## src/rtl/uart_pkg.sv

```systemverilog
// Shared UART definitions: parity-mode constants and the transmitter FSM states,
// kept here so a future receiver can reuse them.
package uart_pkg;

  localparam int unsigned PARITY_NONE = 0;
  localparam int unsigned PARITY_ODD  = 1;
  localparam int unsigned PARITY_EVEN = 2;

  typedef enum logic [2:0] {
    IDLE,
    START,
    DATA,
    PAR,
    STOP
  } tx_state_e;

endpackage

```

## src/rtl/uart_baud_tick.sv

```systemverilog
// Bit-period timer: free-running modulo-CLKS_PER_BIT counter with a registered
// strobe that is high during the last cycle of each bit period.
module uart_baud_tick #(
  parameter int unsigned CLKS_PER_BIT = 868
) (
  input  logic clk,
  input  logic reset,
  input  logic restart,
  output logic bit_end
);

  localparam int unsigned     CNT_W = $clog2(CLKS_PER_BIT);
  localparam logic [CNT_W-1:0] LAST = CNT_W'(CLKS_PER_BIT - 1);

  logic [CNT_W-1:0] cnt_q, cnt_d;
  logic             bit_end_q, bit_end_d;

  // Strobe is computed from the next count so it lines up with cnt_q == LAST.
  always_comb begin
    cnt_d = cnt_q + CNT_W'(1);
    if (restart || (cnt_q == LAST)) begin
      cnt_d = '0;
    end
    bit_end_d = (cnt_d == LAST);
  end

  always_ff @(posedge clk) begin
    if (reset) begin
      cnt_q     <= '0;
      bit_end_q <= 1'b0;
    end else begin
      cnt_q     <= cnt_d;
      bit_end_q <= bit_end_d;
    end
  end

  assign bit_end = bit_end_q;

endmodule

```

## src/rtl/uart_tx_param.sv

```systemverilog
// Parameterised UART transmitter: valid/ready byte intake, start bit, LSB-first
// data, optional parity, one or two stop bits; registered serial output.
module uart_tx_param
  import uart_pkg::*;
#(
  parameter int unsigned CLKS_PER_BIT = 868,
  parameter int unsigned DATA_BITS    = 8,
  parameter int unsigned PARITY       = 0,
  parameter int unsigned STOP_BITS    = 1
) (
  input  logic                 clk,
  input  logic                 reset,
  input  logic [DATA_BITS-1:0] tx_data,
  input  logic                 tx_valid,
  output logic                 tx_ready,
  output logic                 tx,
  output logic                 busy
);

  if ((CLKS_PER_BIT < 2) || (DATA_BITS < 5) || (DATA_BITS > 9) ||
      (PARITY > PARITY_EVEN) || ((STOP_BITS != 1) && (STOP_BITS != 2))) begin : g_bad_params
    $error("uart_tx_param: illegal parameter combination");
  end

  localparam int unsigned IDX_W   = 4;
  localparam bit          HAS_PAR = (PARITY != PARITY_NONE);

  tx_state_e            state_q, state_d;
  logic                 tx_q, tx_d;
  logic                 ready_q, ready_d;
  logic                 busy_q, busy_d;
  logic                 par_q, par_d;
  logic [DATA_BITS-1:0] shift_q, shift_d;
  logic [IDX_W-1:0]     idx_q, idx_d;
  logic                 hs_c;
  logic                 bit_end;

  assign hs_c = tx_valid && ready_q;

  uart_baud_tick #(
    .CLKS_PER_BIT(CLKS_PER_BIT)
  ) u_baud (
    .clk    (clk),
    .reset  (reset),
    .restart(hs_c),
    .bit_end(bit_end)
  );

  // Next-state and next-output logic; tx only moves at a bit boundary or on capture.
  always_comb begin
    state_d = state_q;
    tx_d    = tx_q;
    ready_d = ready_q;
    busy_d  = busy_q;
    par_d   = par_q;
    shift_d = shift_q;
    idx_d   = idx_q;
    case (state_q)
      IDLE: begin
        if (hs_c) begin
          shift_d = tx_data;
          par_d   = (^tx_data) ^ (PARITY == PARITY_ODD);
          tx_d    = 1'b0;
          ready_d = 1'b0;
          busy_d  = 1'b1;
          state_d = START;
        end
      end
      START: begin
        if (bit_end) begin
          tx_d    = shift_q[0];
          shift_d = shift_q >> 1;
          idx_d   = '0;
          state_d = DATA;
        end
      end
      DATA: begin
        if (bit_end) begin
          if (idx_q == IDX_W'(DATA_BITS - 1)) begin
            if (HAS_PAR) begin
              tx_d    = par_q;
              state_d = PAR;
            end else begin
              tx_d    = 1'b1;
              idx_d   = '0;
              state_d = STOP;
            end
          end else begin
            tx_d    = shift_q[0];
            shift_d = shift_q >> 1;
            idx_d   = idx_q + IDX_W'(1);
          end
        end
      end
      PAR: begin
        if (bit_end) begin
          tx_d    = 1'b1;
          idx_d   = '0;
          state_d = STOP;
        end
      end
      STOP: begin
        if (bit_end) begin
          if (idx_q == IDX_W'(STOP_BITS - 1)) begin
            ready_d = 1'b1;
            busy_d  = 1'b0;
            state_d = IDLE;
          end else begin
            idx_d = idx_q + IDX_W'(1);
          end
        end
      end
      default: begin
        tx_d    = 1'b1;
        ready_d = 1'b1;
        busy_d  = 1'b0;
        state_d = IDLE;
      end
    endcase
  end

  // Reset wins over a coincident handshake, dropping the offered data.
  always_ff @(posedge clk) begin
    if (reset) begin
      state_q <= IDLE;
      tx_q    <= 1'b1;
      ready_q <= 1'b1;
      busy_q  <= 1'b0;
      par_q   <= 1'b0;
      shift_q <= '0;
      idx_q   <= '0;
    end else begin
      state_q <= state_d;
      tx_q    <= tx_d;
      ready_q <= ready_d;
      busy_q  <= busy_d;
      par_q   <= par_d;
      shift_q <= shift_d;
      idx_q   <= idx_d;
    end
  end

  assign tx       = tx_q;
  assign tx_ready = ready_q;
  assign busy     = busy_q;

endmodule
```

## config.mk

```make
export PLATFORM = sky130hd
export DESIGN_NAME = uart_tx_param
export DESIGN_NICKNAME = d
export VERILOG_FILES = /design/src/rtl/uart_pkg.sv /design/src/rtl/uart_baud_tick.sv /design/src/rtl/uart_tx_param.sv
export SDC_FILE = /design/constraint.sdc
export NUM_CORES = 1
export LEC_CHECK = 0
export CORE_ASPECT_RATIO = 1.75
export CORE_MARGIN = 3
export CORE_UTILIZATION = 25
export CTS_BUF_LIST = sky130_fd_sc_hd__clkbuf_4
export DETAILED_ROUTE_END_ITERATION = 12
export RECOVER_POWER = 50
export SLEW_MARGIN = 20
export SYNTH_ARGS = -nofsm -noshare
export SYNTH_HDL_FRONTEND = slang
export SYNTH_SLANG_ARGS = --single-unit
```

## constraint.sdc

```tcl
create_clock -name clk -period 1.7 [get_ports clk]
set_input_delay 0.34 -clock clk [delete_from_list [all_inputs] [get_ports clk]]
set_output_delay 0.34 -clock clk [all_outputs]
set_load 0.02 [all_outputs]
```

## After elaboration in Yosys (flattened, before gate mapping)

Index checks and enable logic that the tools add are counted.

| word-level totals | value |
|---|---|
| memory bits (writable) | 0 |
| bits in registers | 29 |
| memories | 0 |
| bits in latches | 0 |
| logic and storage cells | 75 |
| memory bits (read-only) | 0 |

| operators by class | value |
|---|---|
| add/subtract/negate cells | 2 |
| reduce and logical (&&, ||, !) cells | 13 |
| div/mod/pow operators | 0 |
| $mul | 0 |
| bitwise operators | 2 |
| $lt $le $gt $ge | 0 |
| muxes and demuxes | 33 |
| equality and inequality tests | 17 |
| shifts and indexed selects | 0 |

Operators with widths:

| kind | number |
|---|---|
| $mux 8 | 4 |
| $pmux 8 s3 | 1 |
| $mux 3 | 7 |
| $eq 10x10->1 const B | 2 |
| $mux 4 | 5 |
| $pmux 3 s5 | 1 |
| $reduce_and 5->1 | 3 |
| $ne 2x1->1 const B | 6 |
| $pmux 4 s3 | 1 |
| $add 10x1->10 const B | 1 |
| $mux 1 | 10 |
| $mux 10 | 1 |
| $ne 2x2->1 const B | 4 |
| $reduce_and 7->1 | 1 |
| $eq 3x2->1 const B | 2 |
| $pmux 1 s3 | 2 |
| $reduce_bool 3->1 | 2 |
| $pmux 1 s5 | 1 |
| $add 4x1->4 const B | 1 |
| $eq 4x3->1 const B | 1 |
| $logic_not 4->1 | 1 |
| $reduce_and 4->1 | 1 |
| $eq 3x1->1 const B | 1 |
| $eq 3x3->1 const B | 1 |
| other kinds (6) | 7 |

## Logic depth before layout (Yosys ltp)

Gate-level depths: netlist of the first run.

| depth | value |
|---|---|
| depth after elaboration | 4 |
| depth in mapped cells | 6 |

## By module

Synthesis of the first run repeated with hierarchy kept, for this count alone.

| second synthesis, totals | value |
|---|---|
| cells, all modules | 171 |
| area, all modules | 1,630.3 um^2 |

By module, submodules not included:

| module | area an instance (um^2) | sequential area each (um^2) | instances | cells an instance |
|---|---|---|---|---|
| uart_tx_param | 1,087.3 | 360.3 | 1 | 113 |
| uart_baud_tick | 543.0 | 220.2 | 1 | 58 |

## Worst setup path before layout of the first run

OpenSTA, ideal clock, no wires.

| path | value |
|---|---|
| kind | flip-flop to flip-flop |
| start point | register idx_q[0] |
| end point | register shift_q[7] |
| cell stages (with the launch flop) | 7 |
| period minus slack after synthesis | 1.580 ns |
| buffers on the path | 1 |
| data required time | 1.628 ns |
| library setup time | 0.072 ns |
| path slack | 0.120 ns |
| arrival time | 1.508 ns |
| path through | dfxtp_1 -> ha_1 -> and4b_1 -> a211oi_4 -> and3_1 -> buf_4 -> mux2i_1 |

| on the way | value |
|---|---|
| word-level cells in the longest chain between the ends | 3 |

RTL lines:

| element | RTL line | source |
|---|---|---|
| start, declared | uart_tx_param.sv:34 | `logic [IDX_W-1:0] idx_q, idx_d;` |
| start signal, assigned | uart_tx_param.sv:139 | `idx_q <= idx_d;` |
| $eq 4x3->1 | uart_tx_param.sv:79 | `if (idx_q == IDX_W'(DATA_BITS - 1)) begin` |
| $ne 2x2->1 (no line) | - |  |
| $reduce_and 5->1 (no line) | - |  |
| end signal, assigned | uart_tx_param.sv:138 | `shift_q <= shift_d;` |
| end, declared | uart_tx_param.sv:33 | `logic [DATA_BITS-1:0] shift_q, shift_d;` |

Every way passes these cells.
A chain may end at the register's enable or synchronous reset.

## Worst setup path in the final report of the first run

| path | value |
|---|---|
| start point | register tx_q, in the netlist tx |
| end point | output tx |

RTL lines:

| element | RTL line | source |
|---|---|---|
| start, declared | uart_tx_param.sv:29 | `logic tx_q, tx_d;` |
| start signal, assigned | uart_tx_param.sv:134 | `tx_q <= tx_d;` |
| end, declared | uart_tx_param.sv:16 | `output logic tx,` |

No word-level cell between the ends.

==> flow_metrics.tcl, run 1 <==
set metrics [dict create \
    area_delta_synth_final_pct 21.5 \
    avgViaCountPerCell 4.96 \
    grt.overflow.total 0 \
    rr_worst_depth 5 \
    drive_gt1_share_pct 18.0 \
    synth-main-ff-cell "dfxtp_1" \
    wl_per_cell_um 12.8 \
    seq_area_frac_synth_pct 36.3 \
    reg2reg_slack_ps 140 \
    placementRows 38 \
    nets 220 \
    worstHoldPathCells 2 \
    r2r_start "u_baud.cnt_q[1]" \
    status "finished clean" \
    critPathKind "reg2out" \
    slew_viol_final 0 \
    timing.final.crit_period_ps 1600 \
    io_buffers 13 \
    avgSynthCellArea_um2 8.89 \
    coreArea_um2 6230 \
    root_buffer "clkbuf_4" \
    initial_core_util_pct 25.7 \
    drcViolationCount 0 \
    firstDrtPassIters 4 \
    num_vias 1415 \
    fin_crit_sh_pct 93.9 \
    hold_class "reg2reg" \
    irDropWorstVdd_v 0.000206 \
    cp_max_fo 2 \
    yosys.area.top_type_share_pct 36.3 \
    synthesis.area_um2 1600 \
    crit_path_end_kind "output port" \
    m1WireLength_um 1550 \
    fillCellCount 659 \
    cp.required_ps 1360 \
    slowest_stage "clkdlybuf4s50_1" \
    fmax_mhz 626 \
    clk_latency_ps 330 \
    cp_top_family "buffers and inverters" \
    wl_met3_um 92 \
    yosys_warnings 0 \
    critPathLaunchType "register" \
    synth_cell_types 52 \
    cp_cell_sequence "clkdlybuf4s50_1" \
    clk_pin_slew_ps 90 \
    cts_buffer_depth 2 \
    grt_pass1_wl_um 6580 \
    p_leak_nw 0.701 \
    antenna_found_initial 0 \
    power_density_nw_per_um2 696 \
    skew_ps 14.1 \
    hold_viol_final 0 \
    die_w_um 66.5 \
    synth_nets 194 \
    synth_edf_count 0 \
    min_to "shift_q[7]" \
    fin_setup_tns_ps 0 \
    cts_num_sinks 29 \
    dieArea_um2 7440 \
    track_usage_pct 11.1 \
    die-height_um 112 \
    hpwl_um 2730 \
    setup_slack_ps 104 \
    final_common_cell "dfxtp_1" \
    worst_pin_slew_ps 570 \
    slowest_delay_ps 600 \
    cts_buffers 5 \
    drtIter0Drc 112 \
    finalSetupViolCount 0 \
    met2_wirelength_um 1910 \
    final_util_pct 31.2 \
    synthArstFlopShare_pct 0 \
    crit_buf_inv 1 \
    ys_ff_latch 29 \
    synth.area.top_cells "dfxtp_1 (36%), mux2i_1 (5.0%), xnor2_1 (3.8%), a31oi_1 (3.5%), nor2_1 (3.5%)" \
    cts_tree "built" \
    wl_um 3630 \
    globalplace.congestion 0.734 \
    hold_ws_ps 477 \
    maxCapViolations 0 \
    place_ws_ps 19.0 \
    slew-limit-headroom_pct 61.9 \
    grt_max_degree 16 \
    postSynthCellCount 180 \
    cts_hold_buf 0 \
    arrival_ps 1260 \
    topRoutingLayerUsed "met4" \
    io_pins 14 \
    reg2reg_to "u_baud.cnt_q[5]" \
    grt_pass1_vias 1420 \
    yosys.area.top_type "dfxtp_1" \
    n_antenna_cell 0 \
    cts_max_level 2 \
    drtAntennaViolNets 0 \
    min_from "shift_q[7]" \
    layout_common_cells "dfxtp_1 (27), buf_4 (17), nor2_1 (15)" \
]
-- metal layers --
metal	vias up	global-route usage [%]
met4	0	4.88
met3	5	1.51
met1	673	13.4
li1	714	-
met2	23	19.0
met5	-	0
-- power by group --
group | switching (mW) | total, mW | internal [mW]
Combinational | 0.108 | 0.224 | 0.117
Sequential | 0.0310 | 0.747 | 0.716
Clock | 0.240 | 0.383 | 0.143
Total | 0.379 | 1.35 | 0.976
-- area by class of cell --
type                    count  area [µm²]  area share [%]
multi-input cells         133         941            48.4
clock inverters             1        5.00           0.257
clock buffers               5        37.5            1.93
well taps                  80         100            5.15
inverters                   6        22.5            1.16
flip-flops and latches     29         583            30.0
repair buffers             31         255            13.1
-- state kept, by name, indices dropped and copies added, names as in the netlist --
signal	cells
idx_q	4
busy	1
shift_q	8
u_baud.bit_end	1
u_baud.cnt_q	10
state_q	3
tx	1
tx_ready	1
-- synthesized netlist by cell type, types with 2 or more instances --
library cell,n
a211oi_1,7
a21oi_1,7
a31oi_1,9
a32oi_1,2
and2_1,2
and3_1,3
and3b_1,2
and4b_1,2
buf_2,7
clkbuf_1,2
dfxtp_1,29
ha_1,3
inv_1,6
mux2i_1,8
nand2_1,8
nand3_1,9
nand3b_1,2
nand4_1,3
nor2_1,15
nor2b_1,2
nor3_1,6
nor4_1,2
o21ai_0,7
or2_2,2
or3b_1,2
xnor2_1,7
-- worst max path at each step --
| stage | startpoint | end | slack [ps] | depth (start not counted) |
|---|---|---|---|---|
| final | tx | tx | 100 | 1 |
| after global routing | idx_q[0] | idx_q[3] | -3 | 7 |
| after CTS | tx_ready | tx_ready | 20 | 1 |
| after detailed placement | tx_valid | shift_q[2] | 20 | 6 |
| after global placement | tx_valid | shift_q[5] | 90 | 6 |
| after floorplan | idx_q[0] | shift_q[7] | 120 | 6 |
-- cells by family after synthesis --
| family | Yosys count | share of synthesized area, % |
|---|---|---|
| buffers and inverters | 18 | 5.55 |
| multiplexers | 9 | 5.71 |
| AO/OA/AOI/OAI | 47 | 21.4 |
| XOR/XNOR | 9 | 5.40 |
| adder cells (fa/ha/maj) | 3 | 2.35 |
| AND/OR/NAND/NOR | 65 | 23.3 |
| flip-flops | 29 | 36.3 |
-- metrics by stage --
stage,power [mW],std cells,cell area (µm²)
floorplan,0.896,180,1600
detailed placement,0.990,279,1900
CTS,1.37,285,1940
global placement,0.986,279,1900
global route,1.43,285,1940
finish,1.35,285,1940
-- tightest hold or removal path, cell delays in order, from the launching register on --
cell     delay, ps
dfxtp_1        320
nand2_1         60
mux2i_1         50
-- what timing repair did --
item                                    in CTS  in global routing
endpoints found under the setup margin       0                  9
buffers inserted                             0                  0
gates resized for setup                      0                  6
Note: power is estimated with default switching activity, not from simulation.
==> run 2, diff against run 1 <==
- MAX_ROUTING_LAYER: unset -> met4
==> run 2 against run 1 <==
  * Clock power about the same
  * Final area stayed put
  * Clock skew hardly changed
  * Critical path depth unchanged
  * Via count fell by 1.1%
  * Clock-buffer cell count is the same
  * Combinational power is essentially flat
  * Sequential power about the same
  * Cell count unchanged
  * Register-to-register slack about the same
  * Worst setup slack is essentially flat
  * Power is 0.16% lower
==> flow_metrics.tcl, run 2 (synthesis results as in run 1) <==
set metrics [dict create \
    slowest_delay_ps 600 \
    io_buffers 13 \
    firstDrtPassIters 4 \
    hold_viol_final 0 \
    cts_buffers 5 \
    placementRows 38 \
    timing.final.crit_period_ps 1600 \
    fillCellCount 659 \
    multi_input_area_um2 941 \
    regMostFlops "u_baud.cnt_q" \
    final_common_cell "dfxtp_1" \
    cts_tree "built" \
    grt_pass1_wl_um 6580 \
    slew-limit-headroom_pct 62.2 \
    critPathKind "reg2out" \
    hold_class "reg2reg" \
    skew_ps 13.8 \
    wl_per_cell_um 12.7 \
    slew_viol_final 0 \
    nets 220 \
    coreArea_um2 6230 \
    cp_cell_sequence "clkdlybuf4s50_1" \
    hold_ws_ps 477 \
    final_util_pct 31.2 \
    power_density_nw_per_um2 695 \
    reg2reg_to "shift_q[2]" \
    cts_buffer_depth 2 \
    cp_top_family "buffers and inverters" \
    initial_core_util_pct 25.7 \
    grt_max_degree 16 \
    track_usage_pct 11.4 \
    setup_slack_ps 104 \
    root_buffer "clkbuf_4" \
    irDropWorstVdd_v 0.000205 \
    clk_pin_slew_ps 90 \
    die-height_um 112 \
    reg2reg_slack_ps 140 \
    clk_latency_ps 330 \
    largest_reg_flops 10 \
    n_antenna_cell 0 \
    layout_common_cells "dfxtp_1 (27), buf_4 (17), nor2_1 (15)" \
    rr_worst_depth 6 \
    drtIter0Drc 108 \
    p_leak_nw 0.701 \
    cp_max_fo 2 \
    worstHoldPathCells 2 \
    min_from "shift_q[7]" \
    dieArea_um2 7440 \
    r2r_start "idx_q[0]" \
    drcViolationCount 0 \
    worst_pin_slew_ps 566 \
    place_ws_ps 19.0 \
    drive_gt1_share_pct 18.0 \
    area_delta_synth_final_pct 21.5 \
    cts_max_level 2 \
    die_w_um 66.5 \
    hpwl_um 2730 \
    status "finished clean" \
    fin_crit_sh_pct 93.9 \
    top_regs "u_baud.cnt_q (10), shift_q (8), idx_q (4)" \
    drtAntennaViolNets 0 \
    cp.required_ps 1360 \
    num_vias 1399 \
    crit_path_end_kind "output port" \
    cts_num_sinks 29 \
    grt.overflow.total 0 \
    seq_area_um2 583 \
    cts_hold_buf 0 \
    min_to "shift_q[7]" \
    fmax_mhz 627 \
    finalSetupViolCount 0 \
    crit_buf_inv 1 \
    wl_um 3620 \
    arrival_ps 1260 \
    io_pins 14 \
    slowest_stage "clkdlybuf4s50_1" \
    antenna_found_initial 0 \
    avgViaCountPerCell 4.91 \
    cts_resized 0 \
    globalplace.congestion 0.743 \
    post_cts_buffers 0 \
    maxCapViolations 0 \
    critPathLaunchType "register" \
    grt_pass1_vias 1421 \
]
==> run 2: cell counts in the layout (fill, tap and decap cells not counted) <==
No cell type changed its count.
==> run 2: how the worst max path moves through the flow <==
| stage | depth (start not counted) | slack (ps) | to | from |
|---|---|---|---|---|
| 2_1_floorplan | 6 | 120 | shift_q[7] | idx_q[0] |
| 3_3_place_gp | 6 | 90 | shift_q[5] | tx_valid |
| 3_5_place_dp | 6 | 20 | shift_q[2] | tx_valid |
| 4_1_cts | 1 | 20 | tx_ready | tx_ready |
| 5_1_grt | 7 | -3 | idx_q[3] | idx_q[0] |
| 6_report | 1 | 100 | tx | tx |
==> run 2: final cells by class <==
type	count	share of cell area, %
clock inverter	1	0.257
inverter	6	1.16
sequential	29	30.0
timing repair buffer	31	13.1
multi-input combinational	133	48.4
clock buffer	5	1.93
tap	80	5.15
==> run 2: layer usage <==
layer | track usage (%) | vias up | part of all wire (%)
li1 | - | 714 | -
met1 | 13.4 | 651 | 43
met2 | 19.0 | 28 | 53
met3 | 1.51 | 6 | 2.5
met4 | 4.88 | 0 | 2.4
met5 | - | - | 0
==> run 2: stage by stage <==
step | power (mW) | TNS (ps) | instance area [µm²] | std cells
detailed placement | 0.990 | 0 | 1900 | 279
global route | 1.43 | -3.46 | 1940 | 285
global placement | 0.986 | 0 | 1900 | 279
CTS | 1.37 | 0 | 1940 | 285
floorplan | 0.896 | 0 | 1600 | 180
finish | 1.35 | 0 | 1940 | 285
==> run 2: power breakdown <==
group	internal (mW)	total (mW)	switching, mW
registers	0.716	0.746	0.0309
logic	0.117	0.224	0.108
clock network	0.143	0.381	0.238
